<file path="src/rtl/slow_clock_sampler_pkg.sv">
// Shared types, constants and elaboration helpers for slow_clock_sampler.
package slow_clock_sampler_pkg;

  typedef enum logic [1:0] {
    ACQUIRE = 2'd0,
    MEASURE = 2'd1,
    LOCKED  = 2'd2,
    LOST    = 2'd3
  } state_t;

  localparam int DEF_CNT_W = 16;

  // Saturation value of a counter of the given width (supports widths up to 30).
  function automatic int sat_value(input int cnt_w);
    return (32'sd1 <<< cnt_w) - 32'sd1;
  endfunction

  function automatic bit timeout_in_range(input int timeout, input int cnt_w);
    return (timeout >= 32'sd1) && (timeout < sat_value(cnt_w));
  endfunction

endpackage

</file>
<file path="src/rtl/slow_clock_sampler_if.sv">
// Slow-clock input, capture data and derived status bundle.
interface slow_clock_sampler_if #(
  parameter int CNT_W = 16
) ();

  logic             slow_clk_in;
  logic             data_in;
  logic             rise_en;
  logic             fall_en;
  logic             data_out;
  logic             data_valid;
  logic             toggle_out;
  logic [CNT_W-1:0] period;
  logic             period_valid;
  logic             clk_lost;

  modport master (
    output slow_clk_in, data_in,
    input  rise_en, fall_en, data_out, data_valid, toggle_out,
    input  period, period_valid, clk_lost
  );

  modport slave (
    input  slow_clk_in, data_in,
    output rise_en, fall_en, data_out, data_valid, toggle_out,
    output period, period_valid, clk_lost
  );

endinterface

</file>
<file path="src/rtl/sync_edge_detect.sv">
// Multi-flop synchronizer for an asynchronous level plus registered edge strobes.
module sync_edge_detect #(
  parameter int SYNC_STAGES = 2
) (
  input  logic clk,
  input  logic rst,
  input  logic d,
  output logic rise_en,
  output logic fall_en
);

  if (SYNC_STAGES < 2) begin : g_bad_stages
    $error("SYNC_STAGES must be at least 2");
  end

  (* ASYNC_REG = "TRUE" *) logic [SYNC_STAGES-1:0] sync_r;
  logic [SYNC_STAGES-1:0] fill;
  logic                   hist;
  logic                   primed;
  logic                   sync_s;

  assign sync_s = sync_r[SYNC_STAGES-1];

  // fill tracks when the chain holds real samples, so the history flop is
  // seeded from the first genuine value and never from the cleared chain.
  always_ff @(posedge clk or posedge rst) begin
    if (rst) begin
      sync_r  <= '0;
      fill    <= '0;
      hist    <= 1'b0;
      primed  <= 1'b0;
      rise_en <= 1'b0;
      fall_en <= 1'b0;
    end else begin
      sync_r  <= {sync_r[SYNC_STAGES-2:0], d};
      fill    <= {fill[SYNC_STAGES-2:0], 1'b1};
      if (fill[SYNC_STAGES-1]) begin
        hist   <= sync_s;
        primed <= 1'b1;
      end
      rise_en <= primed &  sync_s & ~hist;
      fall_en <= primed & ~sync_s &  hist;
    end
  end

endmodule

</file>
<file path="src/rtl/slow_clock_sampler.sv">
// Turns an asynchronous slow clock into fast-domain strobes, captured data,
// period measurement and loss-of-clock status.
module slow_clock_sampler
  import slow_clock_sampler_pkg::*;
#(
  parameter int SYNC_STAGES = 2,
  parameter int CNT_W       = DEF_CNT_W,
  parameter int TIMEOUT     = 1000
) (
  input logic                 clk,
  input logic                 reset,
  slow_clock_sampler_if.slave bus
);

  if (!timeout_in_range(TIMEOUT, CNT_W)) begin : g_bad_timeout
    $error("TIMEOUT must be in 1 .. 2**CNT_W-2");
  end

  localparam logic [CNT_W-1:0] CNT_MAX      = CNT_W'(sat_value(CNT_W));
  localparam logic [CNT_W-1:0] TIMEOUT_LAST = CNT_W'(TIMEOUT - 1);

  logic [1:0]       rst_sync;
  logic             rst_int;
  state_t           state;
  logic [CNT_W-1:0] counter;
  logic [CNT_W-1:0] period_next;
  logic             rise;
  logic             timeout;

  // Asynchronous assertion, deassertion released on clk.
  always_ff @(posedge clk or posedge reset) begin
    if (reset) begin
      rst_sync <= 2'b11;
    end else begin
      rst_sync <= {rst_sync[0], 1'b0};
    end
  end

  assign rst_int = rst_sync[1];

  sync_edge_detect #(
    .SYNC_STAGES(SYNC_STAGES)
  ) u_sync (
    .clk    (clk),
    .rst    (rst_int),
    .d      (bus.slow_clk_in),
    .rise_en(bus.rise_en),
    .fall_en(bus.fall_en)
  );

  assign rise        = bus.rise_en;
  assign timeout     = (counter == TIMEOUT_LAST);
  assign period_next = (counter == CNT_MAX) ? CNT_MAX : counter + CNT_W'(1);

  // Cycles since the last rising edge, saturating rather than wrapping.
  always_ff @(posedge clk or posedge rst_int) begin
    if (rst_int) begin
      counter <= '0;
    end else if (rise) begin
      counter <= '0;
    end else if (counter != CNT_MAX) begin
      counter <= counter + CNT_W'(1);
    end
  end

  // Lock state machine; a rising edge always beats a coincident timeout.
  always_ff @(posedge clk or posedge rst_int) begin
    if (rst_int) begin
      state            <= ACQUIRE;
      bus.data_out     <= 1'b0;
      bus.data_valid   <= 1'b0;
      bus.toggle_out   <= 1'b0;
      bus.period       <= '0;
      bus.period_valid <= 1'b0;
      bus.clk_lost     <= 1'b0;
    end else begin
      bus.data_valid <= rise;
      if (rise) begin
        bus.data_out   <= bus.data_in;
        bus.toggle_out <= ~bus.toggle_out;
      end
      case (state)
        ACQUIRE: begin
          if (rise) state <= MEASURE;
        end
        MEASURE: begin
          if (rise) begin
            state            <= LOCKED;
            bus.period       <= period_next;
            bus.period_valid <= 1'b1;
          end else if (timeout) begin
            state            <= LOST;
            bus.clk_lost     <= 1'b1;
            bus.period_valid <= 1'b0;
          end
        end
        LOCKED: begin
          if (rise) begin
            bus.period <= period_next;
          end else if (timeout) begin
            state            <= LOST;
            bus.clk_lost     <= 1'b1;
            bus.period_valid <= 1'b0;
          end
        end
        LOST: begin
          if (rise) begin
            state        <= MEASURE;
            bus.clk_lost <= 1'b0;
          end
        end
        default: state <= ACQUIRE;
      endcase
    end
  end

endmodule
</file>
<file path="src/flat_wrapper.sv">
// flat-port wrapper written by rule: the top's interface ports become plain ports
module slow_clock_sampler_flat import slow_clock_sampler_pkg::*;
#(
  parameter int SYNC_STAGES = 2,
  parameter int CNT_W       = DEF_CNT_W,
  parameter int TIMEOUT     = 1000
)
  (clk, reset, bus_slow_clk_in, bus_data_in, bus_rise_en, bus_fall_en, bus_data_out, bus_data_valid, bus_toggle_out, bus_period, bus_period_valid, bus_clk_lost);
  slow_clock_sampler_if #(.CNT_W(CNT_W)) bus_i ();
  input logic clk;
  input logic reset;
  input wire logic [$bits(bus_i.slow_clk_in)-1:0] bus_slow_clk_in;
  input wire logic [$bits(bus_i.data_in)-1:0] bus_data_in;
  output wire logic [$bits(bus_i.rise_en)-1:0] bus_rise_en;
  output wire logic [$bits(bus_i.fall_en)-1:0] bus_fall_en;
  output wire logic [$bits(bus_i.data_out)-1:0] bus_data_out;
  output wire logic [$bits(bus_i.data_valid)-1:0] bus_data_valid;
  output wire logic [$bits(bus_i.toggle_out)-1:0] bus_toggle_out;
  output wire logic [$bits(bus_i.period)-1:0] bus_period;
  output wire logic [$bits(bus_i.period_valid)-1:0] bus_period_valid;
  output wire logic [$bits(bus_i.clk_lost)-1:0] bus_clk_lost;
  assign bus_i.slow_clk_in = bus_slow_clk_in;
  assign bus_i.data_in = bus_data_in;
  assign bus_rise_en = bus_i.rise_en;
  assign bus_fall_en = bus_i.fall_en;
  assign bus_data_out = bus_i.data_out;
  assign bus_data_valid = bus_i.data_valid;
  assign bus_toggle_out = bus_i.toggle_out;
  assign bus_period = bus_i.period;
  assign bus_period_valid = bus_i.period_valid;
  assign bus_clk_lost = bus_i.clk_lost;
  slow_clock_sampler #(.SYNC_STAGES(SYNC_STAGES), .CNT_W(CNT_W), .TIMEOUT(TIMEOUT)) u_core (.clk(clk), .reset(reset), .bus(bus_i));
endmodule
</file>
<file path="config.mk">
export PLATFORM = sky130hd
export DESIGN_NAME = slow_clock_sampler_flat
export DESIGN_NICKNAME = d
export VERILOG_FILES = /design/src/rtl/slow_clock_sampler_pkg.sv /design/src/rtl/slow_clock_sampler_if.sv /design/src/rtl/sync_edge_detect.sv /design/src/rtl/slow_clock_sampler.sv /design/src/flat_wrapper.sv
export SDC_FILE = /design/constraint.sdc
export NUM_CORES = 1
export LEC_CHECK = 0
export BUFFER_PORTS_ARGS = -buffer_cell sky130_fd_sc_hd__buf_2
export CORE_MARGIN = 5
export CORE_UTILIZATION = 45
export CTS_CLUSTER_DIAMETER = 200
export DETAILED_ROUTE_END_ITERATION = 10
export PLACE_DENSITY = 0.66
export SLEW_MARGIN = 20
export SYNTH_ARGS = -nofsm -noshare
export SYNTH_HDL_FRONTEND = slang
export SYNTH_SLANG_ARGS = --single-unit
</file>
<file path="constraint.sdc">
create_clock -name clk -period 1.5 [get_ports clk]
set_input_delay 0.15 -clock clk [delete_from_list [all_inputs] [get_ports clk]]
set_output_delay 0.15 -clock clk [all_outputs]
set_load 0.03 [all_outputs]
</file>
==> run metrics, run 1 <==
Seq cells post-synth=49; CP Class=flip-flop to flip-flop; TritonRoute pass-1 iters=4; P&R area growth vs syn=55.9%; final period utilization=1.18; Finished Core Util=0.721; Max Slew Vio Count=0; drt via density=5.17; initial core utilization=0.463; largest cells by area after synthesis=dfrtp_1 54%, nor2_1 5.0%, nand2_1 2.9%, ha_1 2.9%, a21oi_1 2.7%; maximum buffer depth of the clock tree=2; GRT overflow=0; Worst R2R Setup Slack=-0.27 ns; Mapped Nets=221; Mean Syn Cell Area=10.3 sq um; Post-Route WL=5840 um; worst-path cell chain=or4_1, or4_4, a211oi_2, nor2_1; pwr dens=1420 mW/mm^2; worst reg-to-reg path cell count=4; clk_skew=0.00389 ns; crit-path leading delay family=simple AND/OR/NAND/NOR gates; Place WS=-0.261 ns; unrepaired setup endpoints after global routing=yes; final instance area=0.00341 sq mm; clock transition at the registers of the reported paths=0.09 ns; # setup viols final=31; max cap viols=0; most frequent cells in the layout=46 x buf_4, 45 x dfrtp_1, 26 x buf_2, 24 x nor2_1; Fin Hold WS=0.0815 ns; ys flop type=dfrtp_1; Post-synth EDFFs=0; clk root buf=clkbuf_8; Tmin final=1.77 ns; chip width=79.7 um; crit path capture type=flip-flop; Die H=79.7 um; initial antenna violation count=0; initial drt markers=77; Crit. path cell count=4; Worst-Skew Late Latency=0.30 ns; Worst Slack Setup Final=-0.271 ns; Final GP Congestion=0.859; crit-path max FO=4; share of the synthesized area in the top cell type=0.538; Req. time, crit path=1.70 ns; DP HPWL=3720 um; WHS Path Cells=2; largest net degree at the start of global routing=27; synth warn=0; Cell Rows=25; Synth area leader=dfrtp_1; die area=0.00635 sq mm; type of origin of the critical path=flip-flop; ANT cells=0; global-route wire length before repair=9640 um; drt wl/cell=15.8 um; share of layout cells above drive strength 1=0.503; Num CTS Buffers=5; worst min path class=input port to flip-flop; IO buf count=26; drt drc=0; commonest non-fill, non-tap cell in the layout=buf_4; Final Hold Violating Endpoints=0; total core area=0.00472 sq mm; status=finished with violations; crit-path max cell delay=0.54 ns; via count=1907; Buf/Inv on CP=0; Fmax=565 MHz; Clock Sinks=49; slowest CP cell=or4_4; Pleak=1.60 nW; # IOs=27; TritonCTS clock tree=done; setup tns final=-2.61 ns; GRT Util Overall=0.198; Placed Area=0.00279 sq mm; Post-synth ARST share=1.00; peak supply drop=0.000622 V; post-synthesis sequential area ratio=0.562; post-synthesis cell type count=35; htree depth=2; Routed Antenna Nets=0; fin nets=310; Post-Syn Instances=212; synthesized area=0.00219 sq mm; vias in the first global route=1964; CP arrival=1.97 ns; failing checks=negative setup slack
metal layers:
metal | global-route usage | share of wire | vias to the layer above | wire length (um)
met1 | 0.270 | 0.44 | 929 | 2580
met2 | 0.320 | 0.50 | 49 | 2900
met5 | 0 | 0 | - | 0
met3 | 0.0350 | 0.044 | 10 | 257
met4 | 0.0619 | 0.018 | 0 | 106
li1 | - | - | 919 | -
worst register-to-register path, delay by kind of cell, from the launching register on:
kind | cells | cell delay [ns]
simple gates | 3 | 1.12
flops | 1 | 0.38
compound gates | 1 | 0.18
flip-flops by register name (all words and copies together) (netlist names):
| name | cells |
|---|---|
| u_core.bus.data_out | 1 |
| u_core.state | 2 |
| u_core.bus.period | 16 |
| u_core.bus.toggle_out | 1 |
| u_core.u_sync.rise_en | 1 |
| u_core.u_sync.hist | 1 |
| u_core.u_sync.primed | 1 |
| u_core.bus.clk_lost | 1 |
| u_core.bus.data_valid | 1 |
| u_core.bus.period_valid | 1 |
| u_core.u_sync.sync_r | 2 |
| u_core.u_sync.fall_en | 1 |
| u_core.u_sync.fill | 2 |
| u_core.rst_sync | 2 |
| u_core.counter | 16 |
synth_stat cells, types with 3 or more instances:
master / n
or4_1: 3
nor2_1: 29
a21oi_1: 12
nand3_1: 5
clkbuf_1: 6
nor3_1: 5
mux2i_1: 5
ha_1: 5
o21ai_0: 11
nand2b_1: 3
xnor2_1: 4
nand2_1: 17
nand4_1: 8
buf_2: 3
a31oi_1: 5
xor2_1: 6
inv_1: 9
nor4_1: 7
dfrtp_1: 47
stage by stage:
stage	total power (W)	std cells
detailed placement	0.00347	343
finish	0.00485	369
floorplan	0.00286	212
global route	0.00515	369
global placement	0.00343	343
CTS	0.00466	365
kinds of logic (layout without fill, tap and decap cells):
logic type,count (synthesis),in the layout,share of synthesized area
AO/OA/AOI/OAI,36,36,0.102
XOR/XNOR,10,10,0.0401
adder cells (fa/ha/maj),5,5,0.0286
buffers and inverters,19,109,0.0378
flip-flops,49,49,0.562
multiplexers,7,7,0.0332
other,2,2,0.00344
AND/OR/NAND/NOR,84,84,0.192
path summary, 6_finish.rpt:
check / start / to
worst max-delay path: u_core.counter[14]$_DFFE_PP0P_ / u_core.bus.period_valid$_DFFE_PP0P_
worst min-delay path: bus_data_in / u_core.bus.data_out$_DFFE_PP0P_
worst max register to register: u_core.counter[14]$_DFFE_PP0P_ / u_core.bus.period_valid$_DFFE_PP0P_
worst min register to register: u_core.rst_sync[1]$_DFF_PP1_ / u_core.counter[12]$_DFFE_PP0P_
max in group asynchronous: u_core.rst_sync[1]$_DFF_PP1_ / u_core.counter[8]$_DFFE_PP0P_
min in group asynchronous: u_core.rst_sync[1]$_DFF_PP1_ / u_core.counter[12]$_DFFE_PP0P_
timing repair:
item | 4_1_cts | 5_1_grt
gates cloned | 0 | 0
pin swaps | 27 | 19
hold buffers | 2 | 0
setup endpoints to repair | 36 | 36
setup buffers | 13 | 5
gates resized for setup | 46 | 33
hold endpoints to repair | 3 | 0
power breakdown:
group | leakage [nW] | switching [W] | total, W | internal [W]
combinational | 0.914 | 0.00119 | 0.00201 | 0.000824
sequential | 0.618 | 0.000164 | 0.00175 | 0.00159
clock | 0.0681 | 0.000429 | 0.00109 | 0.000662
final cells by class:
type	instances	area, sq um
Inverter	9	33.8
Clock buffer	5	68.8
Tap cell	67	83.8
Multi-Input combinational cell	144	1210
Timing Repair Buffer	92	714
Fill cell	303	1320
Clock inverter	3	65.1
Sequential cell	49	1230
Note: power is estimated with default switching activity, not from simulation.
==> inputs of run 2 (changes only) <==
Settings changed: ABC_AREA set to 1, SLEW_MARGIN 20 to unset.
==> run metrics, run 2 <==
drt via density=4.70 (-9.1%); Synth top cells by count=48 x nand2_1, 47 x dfrtp_1, 40 x nor2_1; Post-synth ARST share=1.00 (unchanged); Tmin final=1.50 ns (-0.270 ns); total core area=0.00504 sq mm (+6.8%); setup tns final=-0.00425 ns (+2.61 ns); final period utilization=1.00 (-0.180); clk root buf=clkbuf_8; chip width=81.7 um (+2.5%); peak supply drop=0.00108 V (+73%); final instance area=0.00291 sq mm (-15%); worst min path class=input port to flip-flop; ANT cells=0 (unchanged); post-synthesis cell type count=37 (+5.7%); share of the synthesized area in the top cell type=0.508 (-0.0297); max cap viols=0 (unchanged); die area=0.00667 sq mm (+5.1%); Die H=81.7 um (+2.5%); TritonCTS clock tree=done; Reg-to-Reg End=u_core.bus.period[0]$_DFFE_PP0P_; Non-Filler Instances=375 (+1.6%); crit-path max cell delay=0.40 ns (-0.14 ns); largest cells by area after synthesis=dfrtp_1 51%, nand2_1 7.8%, nor2_1 6.5%, inv_1 3.4%, o21ai_0 2.8%; GRT overflow=0 (unchanged); GRT Util Overall=0.168 (-0.0297); crit path capture type=flip-flop; worst reg-to-reg path cell count=7 (+3); Filler cells=442 (+46%); Pleak=1.47 nW (-8.4%); Worst R2R Setup Slack=-0.002 ns (+0.27 ns); vias in the first global route=1776 (-9.6%); register area=0.00123 sq mm (-0.10%); # setup viols final=3 (-90%); largest net degree at the start of global routing=21 (-22%); most frequent cells in the layout=46 x nand2_1, 46 x dfrtp_1, 39 x nor2_1, 26 x buf_2; Post-Syn Instances=249 (+17%); drt wl/cell=13.4 um (-16%); Final GP Congestion=0.914 (+6.4%); Cell Rows=26 (+4.0%); Place WS=-0.00605 ns (+0.255 ns); grt met1 use=0.238 (-0.0318); Mean Syn Cell Area=9.29 sq um (-9.9%); Routed Antenna Nets=0 (unchanged); maximum buffer depth of the clock tree=2 (unchanged); synthesized area=0.00231 sq mm (+5.8%); slowest CP cell=dfrtp_1; global routing usage on met2=0.252 (-0.0681); post-synthesis sequential area ratio=0.531 (-0.0310); crit-path max FO=5 (+1); M3 GR Usage=0.0362 (+0.00120); # IOs=27 (unchanged); type of origin of the critical path=flip-flop; top-count cell post-synth=nand2_1; Worst Max-Slew Pin Slew=0.509 ns; Worst Slack Setup Final=-0.00170 ns (+0.270 ns); Seq cells post-synth=49 (unchanged); Worst-Skew Late Latency=0.30 ns (about the same); status=finished with violations; GRT Max-Usage Layer=met2; multi-input gate area in the final layout=0.00108 sq mm (-11%); Placed Area=0.00265 sq mm (-4.8%); failing checks=negative setup slack; share of layout cells above drive strength 1=0.328 (-0.175); reg2reg start=u_core.counter[1]$_DFFE_PP0P_; Max Slew Vio Count=0 (unchanged); Crit. Startpoint=u_core.counter[1]$_DFFE_PP0P_; CP arrival=1.74 ns (-0.23 ns); biggest regs=u_core.bus.period (16), u_core.counter (16); IO buf count=26 (unchanged); via count=1761 (-7.7%); Total Power=0.00440 W (-9.4%); CP Class=flip-flop to flip-flop; P&R area growth vs syn=25.7%; Post-Route WL=5010 um (-14%); crit-path leading delay family=simple AND/OR/NAND/NOR gates; Placed Cells=358 (+4.4%); Clock Sinks=49 (unchanged); Synth area leader=dfrtp_1; TritonRoute pass-1 iters=4 (unchanged); WHS Path Cells=3 (+1); clk_skew=0.00915 ns (+0.00526 ns); Fmax=666 MHz (+18%); htree depth=2 (unchanged); Buf/Inv on CP=0 (unchanged); drt drc=0 (unchanged); fin nets=313 (+0.97%); initial antenna violation count=0 (unchanged); Final Hold Violating Endpoints=0 (unchanged); Worst Hold End=u_core.bus.data_out$_DFFE_PP0P_; global-route wire length before repair=8530 um (-12%); initial drt markers=113 (+47%); unrepaired setup endpoints after global routing=yes; Mapped Nets=258 (+17%); Req. time, crit path=1.74 ns (+0.04 ns); clock transition at the registers of the reported paths=0.10 ns (about the same); Num CTS Buffers=5 (unchanged); Slew HR=0.657; Post-synth EDFFs=0 (unchanged); synth warn=0 (unchanged); ys flop type=dfrtp_1; hold_sp=bus_data_in; initial core utilization=0.459 (-0.00397); pwr dens=1510 mW/mm^2 (+6.1%); worst-path cell chain=ha_2, nand2_4, nor2_8, nand3b_4, nor2_4, nor2_1, o21ai_1; DP HPWL=3600 um (-3.3%)
## run 2: changes by cell type after synthesis, moves of 4 or more
cell	before	now
nand2_1	17	48
clkbuf_1	6	1
nor2_1	29	40
nor4_1	7	0
nand3_1	5	10
inv_1	9	21
nor2_4	0	4
mux2i_1	5	0
o21ai_2	0	4
a21oi_2	0	4
nand4_1	8	3
## run 2: worst max path at each step
stage,end,cells after the start,slack [ns]
after global routing,u_core.bus.period[10]$_DFFE_PP0P_,8,-0.08
after CTS,u_core.bus.period[11]$_DFFE_PP0P_,6,0.02
after detailed placement,u_core.bus.period[8]$_DFFE_PP0P_,6,-0.006
after floorplan,u_core.bus.clk_lost$_DFFE_PP0P_,1,0.04
after global placement,u_core.bus.period[11]$_DFFE_PP0P_,6,0.05
final,u_core.bus.period[0]$_DFFE_PP0P_,7,-0.002
## run 2: layout make-up
cell class	count	share of cell area
repair buffers	50	0.117
well taps	70	0.0301
flip-flops and latches	49	0.423
clock buffers	5	0.0237
inverters	22	0.0292
multi-input cells	176	0.370
clock inverters	3	0.00731
## run 2: cells by family (layout without fill, tap and decap cells)
kind of cell	count (synthesis)	after routing	synth area share
adder cells (fa/ha/maj)	5	5	0.0270
multiplexers	1	1	0.00487
buffers and inverters	25	80	0.0465
XOR/XNOR	9	9	0.0341
AO/OA/AOI/OAI	37	37	0.0963
flip-flops	49	49	0.531
AND/OR/NAND/NOR	121	122	0.257
other	2	2	0.00325
## run 2: layer usage
| metal | up-vias | routed length [um] |
|---|---|---|
| li1 | 908 | - |
| met5 | - | 0 |
| met2 | 33 | 2380 |
| met3 | 5 | 194 |
| met4 | 0 | 68 |
| met1 | 815 | 2370 |
## run 2: stage by stage
stage	utilization	hold slack, ns
6_report	0.577	0.0466
5_1_grt	0.577	0.0604
4_1_cts	0.552	0.0373
3_5_place_dp	0.526	0.182
3_3_place_gp	0.526	0.178
2_1_floorplan	-	0.0615
## run 2: report_power, final
part	leakage [nW]	total [W]	internal, W	switching [W]
sequential	0.612	0.00178	0.00161	0.000167
combinational	0.810	0.00183	0.000657	0.00117
clock	0.0445	0.000791	0.000332	0.000460
## run 2: worst register-to-register path, delay by kind of cell, from the launching register on
family	cells	cell delay (ns)
compound gates	1	0.12
fa+ha+maj	1	0.23
flops	1	0.40
simple gates	5	0.70
## run 2: repair_timing
action / in CTS / in global routing
gates resized for setup: 2 / 22
hold buffers: 2 / 0
setup endpoints to repair: 11 / 27
cloned: 0 / 1
buffers inserted: 1 / 5
pin swaps: 1 / 13
hold endpoints to repair: 3 / 0
